$ cat src/rtl/rob_wb_arbiter.sv
`default_nettype none
// ============================================================================
//  Module      : rob_wb_arbiter
//  Description : Writeback arbiter. Buffers one completed result per
//                execution unit and grants up to WR_COUNT of them per cycle,
//                in round-robin order, onto registered ROB write ports.
//  Revision    : 1.0 - initial release
// ============================================================================
module rob_wb_arbiter #(
    parameter type T         = logic [31:0],
    parameter int  NUM_EU    = 6,
    parameter int  WR_COUNT  = 4,
    parameter int  DEPTH     = 16,
    parameter int  DEPTHLOG2 = $clog2(DEPTH),
    parameter int  EULOG2    = $clog2(NUM_EU),
    parameter int  CNTW      = $clog2(NUM_EU + 1)
) (
    input  logic                 clock,
    input  logic                 reset,
    input  logic                 eu_valid    [NUM_EU],
    input  logic [DEPTHLOG2-1:0] eu_slot     [NUM_EU],
    input  T                     eu_data     [NUM_EU],
    output logic                 eu_ready    [NUM_EU],
    output logic                 write_valid [WR_COUNT],
    output logic [DEPTHLOG2-1:0] write_slot  [WR_COUNT],
    output T                     write_data  [WR_COUNT],
    output logic [CNTW-1:0]      pending_count,
    output logic                 idle
);

    // A single-unit build still needs a 1-bit pointer to hold index 0.
    localparam int c_PTRW = (EULOG2 > 0) ? EULOG2 : 1;

    logic [NUM_EU-1:0]    r_hold_v;
    logic [DEPTHLOG2-1:0] r_hold_slot [NUM_EU];
    T                     r_hold_data [NUM_EU];
    logic [c_PTRW-1:0]    r_rr_ptr;

    logic [NUM_EU-1:0]    w_grant;
    logic [c_PTRW-1:0]    w_port_src [WR_COUNT];
    logic [c_PTRW-1:0]    w_last;
    logic [c_PTRW-1:0]    w_rr_next;
    int                   w_gcnt;
    logic [CNTW-1:0]      w_pop;
    logic                 w_any_wv;

    // Unit index visited at scan step k; ptr is always below NUM_EU.
    function automatic int f_idx(input logic [c_PTRW-1:0] ptr, input int k);
        return (int'(ptr) + k) % NUM_EU;
    endfunction

    // Round-robin scan: first WR_COUNT occupied holders win, in scan order.
    always_comb begin
        w_grant = '0;
        w_gcnt  = 0;
        w_last  = r_rr_ptr;
        for (int p = 0; p < WR_COUNT; p++) begin
            w_port_src[p] = '0;
        end
        for (int k = 0; k < NUM_EU; k++) begin
            if (r_hold_v[f_idx(r_rr_ptr, k)] && (w_gcnt < WR_COUNT)) begin
                w_grant[f_idx(r_rr_ptr, k)] = 1'b1;
                w_port_src[w_gcnt]          = c_PTRW'(f_idx(r_rr_ptr, k));
                w_last                      = c_PTRW'(f_idx(r_rr_ptr, k));
                w_gcnt                      = w_gcnt + 1;
            end
        end
    end

    // Pointer resumes just past the last winner, wrapping at NUM_EU.
    assign w_rr_next = (int'(w_last) + 1 == NUM_EU) ? '0 : w_last + c_PTRW'(1);

    // Ready depends only on state and grant so it never waits on eu_valid.
    generate
        for (genvar i = 0; i < NUM_EU; i++) begin : g_ready
            assign eu_ready[i] = ~reset & (~r_hold_v[i] | w_grant[i]);
        end
    endgenerate

    // Holding registers: a reload on a granted cycle replaces the old result.
    always_ff @(posedge clock) begin
        if (reset) begin
            r_hold_v <= '0;
            r_rr_ptr <= '0;
            for (int i = 0; i < NUM_EU; i++) begin
                r_hold_slot[i] <= '0;
                r_hold_data[i] <= '0;
            end
        end else begin
            for (int i = 0; i < NUM_EU; i++) begin
                if (eu_valid[i] && eu_ready[i]) begin
                    r_hold_v[i]    <= 1'b1;
                    r_hold_slot[i] <= eu_slot[i];
                    r_hold_data[i] <= eu_data[i];
                end else if (w_grant[i]) begin
                    r_hold_v[i] <= 1'b0;
                end
            end
            if (w_gcnt > 0) begin
                r_rr_ptr <= w_rr_next;
            end
        end
    end

    // Registered write ports; inactive ports drive zero payload.
    always_ff @(posedge clock) begin
        if (reset) begin
            for (int p = 0; p < WR_COUNT; p++) begin
                write_valid[p] <= 1'b0;
                write_slot[p]  <= '0;
                write_data[p]  <= '0;
            end
        end else begin
            for (int p = 0; p < WR_COUNT; p++) begin
                write_valid[p] <= (w_gcnt > p);
                if (w_gcnt > p) begin
                    write_slot[p] <= r_hold_slot[w_port_src[p]];
                    write_data[p] <= r_hold_data[w_port_src[p]];
                end else begin
                    write_slot[p] <= '0;
                    write_data[p] <= '0;
                end
            end
        end
    end

    // Occupancy count and any-port-active summary.
    always_comb begin
        w_pop    = '0;
        w_any_wv = 1'b0;
        for (int i = 0; i < NUM_EU; i++) begin
            w_pop = w_pop + CNTW'(r_hold_v[i]);
        end
        for (int p = 0; p < WR_COUNT; p++) begin
            w_any_wv = w_any_wv | write_valid[p];
        end
    end

    assign pending_count = reset ? '0 : w_pop;
    assign idle          = reset | ((r_hold_v == '0) & ~w_any_wv);

`ifndef SYNTHESIS
    // Two active ports carrying the same slot means upstream sent a duplicate.
    always_ff @(posedge clock) begin
        if (!reset) begin
            for (int p = 0; p < WR_COUNT; p++) begin
                for (int q = p + 1; q < WR_COUNT; q++) begin
                    assert (!(write_valid[p] && write_valid[q] &&
                              (write_slot[p] == write_slot[q])))
                    else $error("rob_wb_arbiter: duplicate slot on ports %0d/%0d", p, q);
                end
            end
        end
    end
`endif

endmodule
`default_nettype wire

$ cat config.mk
export PLATFORM = sky130hd
export DESIGN_NAME = rob_wb_arbiter
export DESIGN_NICKNAME = d
export VERILOG_FILES = /design/src/rtl/rob_wb_arbiter.sv
export SDC_FILE = /design/constraint.sdc
export NUM_CORES = 1
export LEC_CHECK = 0
export ABC_AREA = 1
export CORE_AREA = 10 10 245 247
export CTS_BUF_LIST = sky130_fd_sc_hd__clkbuf_8
export CTS_CLUSTER_SIZE = 30
export DETAILED_ROUTE_END_ITERATION = 12
export DIE_AREA = 0 0 255 257
export PLACE_DENSITY = 0.67
export SKIP_CTS_REPAIR_TIMING = 1
export SLEW_MARGIN = 5
export SYNTH_ARGS = -nofsm -noshare
export SYNTH_HDL_FRONTEND = slang
export SYNTH_SLANG_ARGS = --single-unit
$ cat constraint.sdc
create_clock -name clock -period 15.3 [get_ports clock]
set_input_delay 3.06 -clock clock [delete_from_list [all_inputs] [get_ports clock]]
set_output_delay 3.06 -clock clock [all_outputs]
set_load 0.03 [all_outputs]
==> results.sh, run 1 <==
export IMPL_cp_start_kind="flip-flop"
export IMPL_h_tree_depth=3
export IMPL_cts_buffers=70
export IMPL_dieHeight_um=257
export IMPL_synth_seq_cells=373
export IMPL_coreArea_um2=54900
export IMPL_drv_cap=0
export IMPL_synth_cells=3699
export IMPL_drt_vias_per_instance=5.48
export IMPL_synthAdderAreaFrac_pct=2.04
export IMPL_fmax_mhz=97.5
export IMPL_multiInputGateArea_um2=11100
export IMPL_via_count=26003
export IMPL_grt_max_degree=88
export IMPL_drive_gt1_share_pct=6.43
export IMPL_final_hold_violation_count=0
export IMPL_cts_tree="yes"
export IMPL_areaGrowthSynthToFinish_pct=23.0
export IMPL_synth_top_family_by_area="simple AND/OR/NAND/NOR gates"
export IMPL_syn_area_um2=24400
export IMPL_synthSimpleGateAreaFrac_pct=39.3
export IMPL_clk_path_buf_depth=3
export IMPL_hold_class="reg -> reg"
export IMPL_yosysSeqAreaShare_pct=39.4
export IMPL_status="complete, no violations"
export IMPL_antenna_found_initial=5
export IMPL_ant_nets=0
export IMPL_whs_ns=0.616
export IMPL_io_pin_count=382
export IMPL_synth_top_cell_area_share_pct=26.5
export IMPL_wl_um=103000
export IMPL_final_setup_tns_ns=0
export IMPL_async_flop_share_pct=0
export IMPL_grt_use_total_pct=30.3
export IMPL_finalSetupViolations=0
export IMPL_synth_edf_count=216
export IMPL_wl_per_cell_um=21.6
export IMPL_min_to="write_data[69]$_SDFF_PP0_"
export IMPL_cts_root_buf="clkbuf_8"
export IMPL_dpl_hpwl_um=62600
export IMPL_final_net_count=4248
export IMPL_clk_latency_ns=0.69
export IMPL_cp_max_fo=41
export IMPL_slew_limit_headroom_pct=15.2
export IMPL_grt_setup_unrepaired="false"
export IMPL_syn_num_nets=3961
export IMPL_initial_core_util_pct=44.5
export IMPL_synth_area_mux_share_pct=0.0410
export IMPL_syn_area_per_cell_um2=6.61
export IMPL_slew_viol_final=0
export IMPL_clock_sinks=373
export IMPL_gp_congestion=0.906
export IMPL_cp_required_ns=12.24
export IMPL_yosysWarnings=0
export IMPL_synth_distinct_cells=52
export IMPL_arrival_ns=7.20
export IMPL_die_w_um=255
export IMPL_drc_errors=0
export IMPL_synth_xor_area_share_pct=0.148
export IMPL_fin_crit_ns=10.26
export IMPL_worst_pin_slew_ns=1.27
export IMPL_grt_pass1_vias=24154
export IMPL_slowest_delay_ns=0.75
export IMPL_reg2reg_slack_ns=6.69
export IMPL_critical_path_slowest_cell="clkdlybuf4s50_1"
export IMPL_ys_top_cells_by_area="edfxtp_1, nand3_1, nand2_1"
export IMPL_synth_compound_area_share_pct=3.65
export IMPL_drtIter0Drc=3836
export IMPL_portBuffers=381
export IMPL_end_kind="output port"
export IMPL_fill_cells=5301
export IMPL_critPathMostFrequentCell="inv_1"
export IMPL_timing_rr_start="r_rr_ptr[0]$_SDFFE_PP0N_"
export IMPL_hold_depth=4
export IMPL_skew_ns=0.0469
export IMPL_path_clk_slew_ns=0.07
export IMPL_synth_top_cell_by_area="edfxtp_1"
export IMPL_drtPass1Iterations=6
export IMPL_die_area_um2=65500
export IMPL_utilization_pct=54.8
export IMPL_seq_area_um2=9630
export IMPL_grt_ovfl_total=0
export IMPL_post_route_period_util_pct=67.0
export IMPL_grt_pass1_wl_um=151000
export IMPL_ys_flop_type="edfxtp_1"
export IMPL_crit_type="reg -> out"
export IMPL_rr_worst_depth=36
export IMPL_r2r_end="write_data[67]$_SDFF_PP0_"
export IMPL_rows=86
export IMPL_min_from="r_hold_data[0][5]$_SDFFCE_PN0P_"
==> worst max path at each step <==
stage | startpoint | to | cells after the start
4_1_cts | r_rr_ptr[0]$_SDFFE_PP0N_ | eu_ready[0] | 30
6_report | r_rr_ptr[0]$_SDFFE_PP0N_ | eu_ready[0] | 30
3_5_place_dp | r_rr_ptr[0]$_SDFFE_PP0N_ | eu_ready[0] | 30
5_1_grt | r_rr_ptr[0]$_SDFFE_PP0N_ | eu_ready[0] | 30
2_1_floorplan | r_rr_ptr[0]$_SDFFE_PP0N_ | eu_ready[3] | 30
3_3_place_gp | r_rr_ptr[0]$_SDFFE_PP0N_ | eu_ready[0] | 31
==> state kept, by name (all words and copies together), names as in the netlist <==
register / flops
r_rr_ptr: 3
r_hold_slot: 24
write_valid: 4
write_data: 128
write_slot: 16
r_hold_v: 6
r_hold_data: 192
==> critical path: cells and delay by family, from the launching register on <==
kind,cells,cell delay (ns)
buffers and inverters,11,2.21
AND/OR/NAND/NOR,11,1.91
adder cells (fa/ha/maj),5,1.72
AO/OA/AOI/OAI,3,0.35
flip-flops,1,0.30
==> cell type report <==
type / instances / share of cell area (%)
multi-input combinational: 2378 / 37.0
sequential: 373 / 32.0
timing repair buffer: 417 / 13.6
inverter: 746 / 9.32
clock buffer: 86 / 3.94
tap: 704 / 2.93
clock inverter: 41 / 1.14
antenna: 3 / 0.0250
==> layer usage <==
metal  global-route usage (%)  wire length, um
met5                        0               23
met4                     14.0             4230
met2                     46.7            45300
met3                     7.87            13500
met1                     38.9            39600
==> cell usage in the layout (no fill, tap or decap), types with 4 or more instances in the layout <==
master              n
o21ai_4             6
nor2_1            254
bufinv_16           6
nor2_2              4
clkinv_2            8
inv_2              40
clkdlybuf4s50_1   381
a21oi_2             4
clkinvlp_4          6
nand4_1            10
edfxtp_1          216
buf_4              36
o21ai_0            25
ha_1               35
clkinv_1           39
nand2_1          1065
inv_1             687
nand2_4             8
dfxtp_1           157
a21oi_1            29
o211ai_1           44
nand3_1           808
nand2_2            33
clkbuf_8           86
nand3_4             4
o21ai_1             9
==> cells by family after synthesis <==
family	after synthesis
xor gates and xnor gates	2
adders and majority gates	38
AOI/OAI and AO/OA	134
buffers and inverters	948
DFF	373
muxes	1
and+or+nand+nor	2203
==> synth_stat cells, types with 2 or more instances <==
cell	n
clkbuf_1	58
inv_2	40
buf_2	105
dfxtp_1	157
buf_6	3
a21oi_1	29
nand2_4	6
fa_1	3
o211ai_1	44
nand3_4	3
o21ai_0	25
a221oi_1	3
nand2_1	1075
a21oi_2	5
nand4_2	2
nor2_1	254
nor2_4	3
nor2_2	4
clkinv_1	38
buf_1	21
nand3_1	809
nand3_2	3
nand4_1	10
inv_1	667
o21ai_2	6
o21ai_1	10
nor3_1	2
buf_4	15
ha_1	35
edfxtp_1	216
nor2_8	2
nand2_2	25
o41ai_1	2
==> per-stage QoR <==
stage | cell area (um^2) | cells | setup WS [ns]
after floorplan | 24400 | 3699 | 6.79
after global routing | 30100 | 4748 | 4.54
final | 30100 | 4748 | 5.04
after CTS | 30100 | 4745 | 5.08
after detailed placement | 28500 | 4618 | 5.85
after global placement | 28500 | 4618 | 5.92
Power of run 1 is left out: the tool's default activity adds up to more than one toggle a clock period on the data nets, which glitch-free logic cannot reach.
==> inputs of run 2 (changes only) <==
==> constraint.sdc (replaced) <==
create_clock -name clock -period 10.4 [get_ports clock]
set_input_delay 2.08 -clock clock [delete_from_list [all_inputs] [get_ports clock]]
set_output_delay 2.08 -clock clock [all_outputs]
set_load 0.03 [all_outputs]
==> run 2 against run 1 <==
Net effect: flip-flop and latch count unchanged; die area unchanged; worst hold slack about the same; first-iteration DRC count down 3.6%; register-to-register slack worse by 4.6 ns; cell area down 0.50%; critical endpoint is now eu_ready[5].
==> results.sh, run 2 (synthesis gave the netlist of run 1 again) <==
export IMPL_final_cell_mix="nand2_1, nand3_1, inv_1"
export IMPL_skew_ns=0.0428
export IMPL_slowest_delay_ns=0.71
export IMPL_final_hold_violation_count=0
export IMPL_grt_ovfl_total=0
export IMPL_status="complete, no violations"
export IMPL_crit_type="reg -> out"
export IMPL_final_setup_tns_ns=0
export IMPL_dieHeight_um=257
export IMPL_hold_class="reg -> reg"
export IMPL_grt_pass1_vias=24119
export IMPL_final_common_cell="nand2_1"
export IMPL_regMostFlops="r_hold_data"
export IMPL_grt_setup_unrepaired="false"
export IMPL_placed_area_um2=28500
export IMPL_areaGrowthSynthToFinish_pct=22.4
export IMPL_final_net_count=4249
export IMPL_coreArea_um2=54900
export IMPL_min_from="r_hold_data[0][24]$_SDFFCE_PN0P_"
export IMPL_postLayoutCellArea_um2=29900
export IMPL_antenna_found_initial=4
export IMPL_grt_pass1_wl_um=152000
export IMPL_whs_ns=0.615
export IMPL_finalSetupViolations=0
export IMPL_cts_buffers=69
export IMPL_grt_use_total_pct=30.4
export IMPL_drt_vias_per_instance=5.49
export IMPL_die_area_um2=65500
export IMPL_fin_ws_ns=1.15
export IMPL_place_ws_ns=2.08
export IMPL_fin_crit_ns=9.25
export IMPL_hold_depth=4
export IMPL_fmax_mhz=108
export IMPL_min_to="write_data[88]$_SDFF_PP0_"
export IMPL_largest_registers="r_hold_data (192), write_data (128), r_hold_slot (24)"
export IMPL_path_clk_slew_ns=0.07
export IMPL_timing_rr_start="r_rr_ptr[0]$_SDFFE_PP0N_"
export IMPL_cp_max_fo=32
export IMPL_initial_core_util_pct=44.5
export IMPL_wl_per_cell_um=21.7
export IMPL_slew_viol_final=0
export IMPL_via_count=26065
export IMPL_io_pin_count=382
export IMPL_drc_errors=0
export IMPL_grt_max_degree=96
export IMPL_fill_cells=5354
export IMPL_drtPass1Iterations=6
export IMPL_post_route_period_util_pct=89.0
export IMPL_ant_nets=0
export IMPL_dpl_hpwl_um=64000
export IMPL_gp_congestion=0.974
export IMPL_end_kind="output port"
export IMPL_cts_root_buf="clkbuf_8"
export IMPL_worst_pin_slew_ns=1.20
export IMPL_wl_um=103000
export IMPL_drtIter0Drc=3698
export IMPL_arrival_ns=7.17
export IMPL_die_w_um=255
export IMPL_seq_area_um2=9630
export IMPL_critical_path_slowest_cell="clkdlybuf4s50_1"
export IMPL_critPathMostFrequentCell="inv_1"
export IMPL_drive_gt1_share_pct=6.26
export IMPL_rr_worst_depth=41
export IMPL_drv_cap=0
export IMPL_cp_required_ns=8.32
export IMPL_clk_latency_ns=0.67
export IMPL_clk_path_buf_depth=3
export IMPL_cts_tree="yes"
export IMPL_cp_start_kind="flip-flop"
export IMPL_rows=86
export IMPL_multiInputGateArea_um2=11100
export IMPL_r2r_end="write_data[17]$_SDFF_PP0_"
export IMPL_slew_limit_headroom_pct=19.8
export IMPL_h_tree_depth=3
export IMPL_portBuffers=381
export IMPL_largest_register_ffs=192
export IMPL_reg2reg_slack_ns=2.08
export IMPL_clock_sinks=373
-- run 2: layer usage --
metal / up-vias / wire [um] / GRT usage (%)
met5: - / 13 / 0
met4: 2 / 4690 / 14.4
met3: 307 / 12900 / 8.39
met2: 1799 / 45900 / 47.2
met1: 11847 / 39500 / 38.3
li1: 12110 / - / -
-- run 2: stage by stage --
| step | util, % | std cells |
|---|---|---|
| 2_1_floorplan | - | 3699 |
| 3_3_place_gp | 52.0 | 4620 |
| 3_5_place_dp | 52.0 | 4620 |
| 4_1_cts | 54.5 | 4747 |
| 5_1_grt | 54.5 | 4750 |
| 6_report | 54.5 | 4750 |
-- run 2: worst max-delay path, delay by kind of cell, from the launching register on --
kind            cells  cell delay, ns
compound gates      3            0.65
buf+inv            10            1.89
fa+ha+maj           5            1.31
flops               1            0.50
simple gates       15            2.14
-- run 2: worst max-delay path by stage --
stage                        startpoint     endpoint  slack [ns]
2_1_floorplan  r_rr_ptr[0]$_SDFFE_PP0N_  eu_ready[3]        2.87
3_3_place_gp   r_rr_ptr[0]$_SDFFE_PP0N_  eu_ready[0]        2.15
3_5_place_dp   r_rr_ptr[0]$_SDFFE_PP0N_  eu_ready[5]        2.08
4_1_cts        r_rr_ptr[0]$_SDFFE_PP0N_  eu_ready[5]        1.34
5_1_grt        r_rr_ptr[0]$_SDFFE_PP0N_  eu_ready[0]        0.75
6_report       r_rr_ptr[0]$_SDFFE_PP0N_  eu_ready[5]        1.15
-- run 2: cell type report --
class / instances / area share (%)
Antenna cell: 3 / 0.0251
Clock buffer: 80 / 3.68
Clock inverter: 47 / 0.866
Inverter: 746 / 9.37
Multi-Input combinational cell: 2378 / 37.2
Sequential cell: 373 / 32.2
Tap cell: 704 / 2.94
Timing Repair Buffer: 419 / 13.7
Power of run 2 is left out for the same reason.
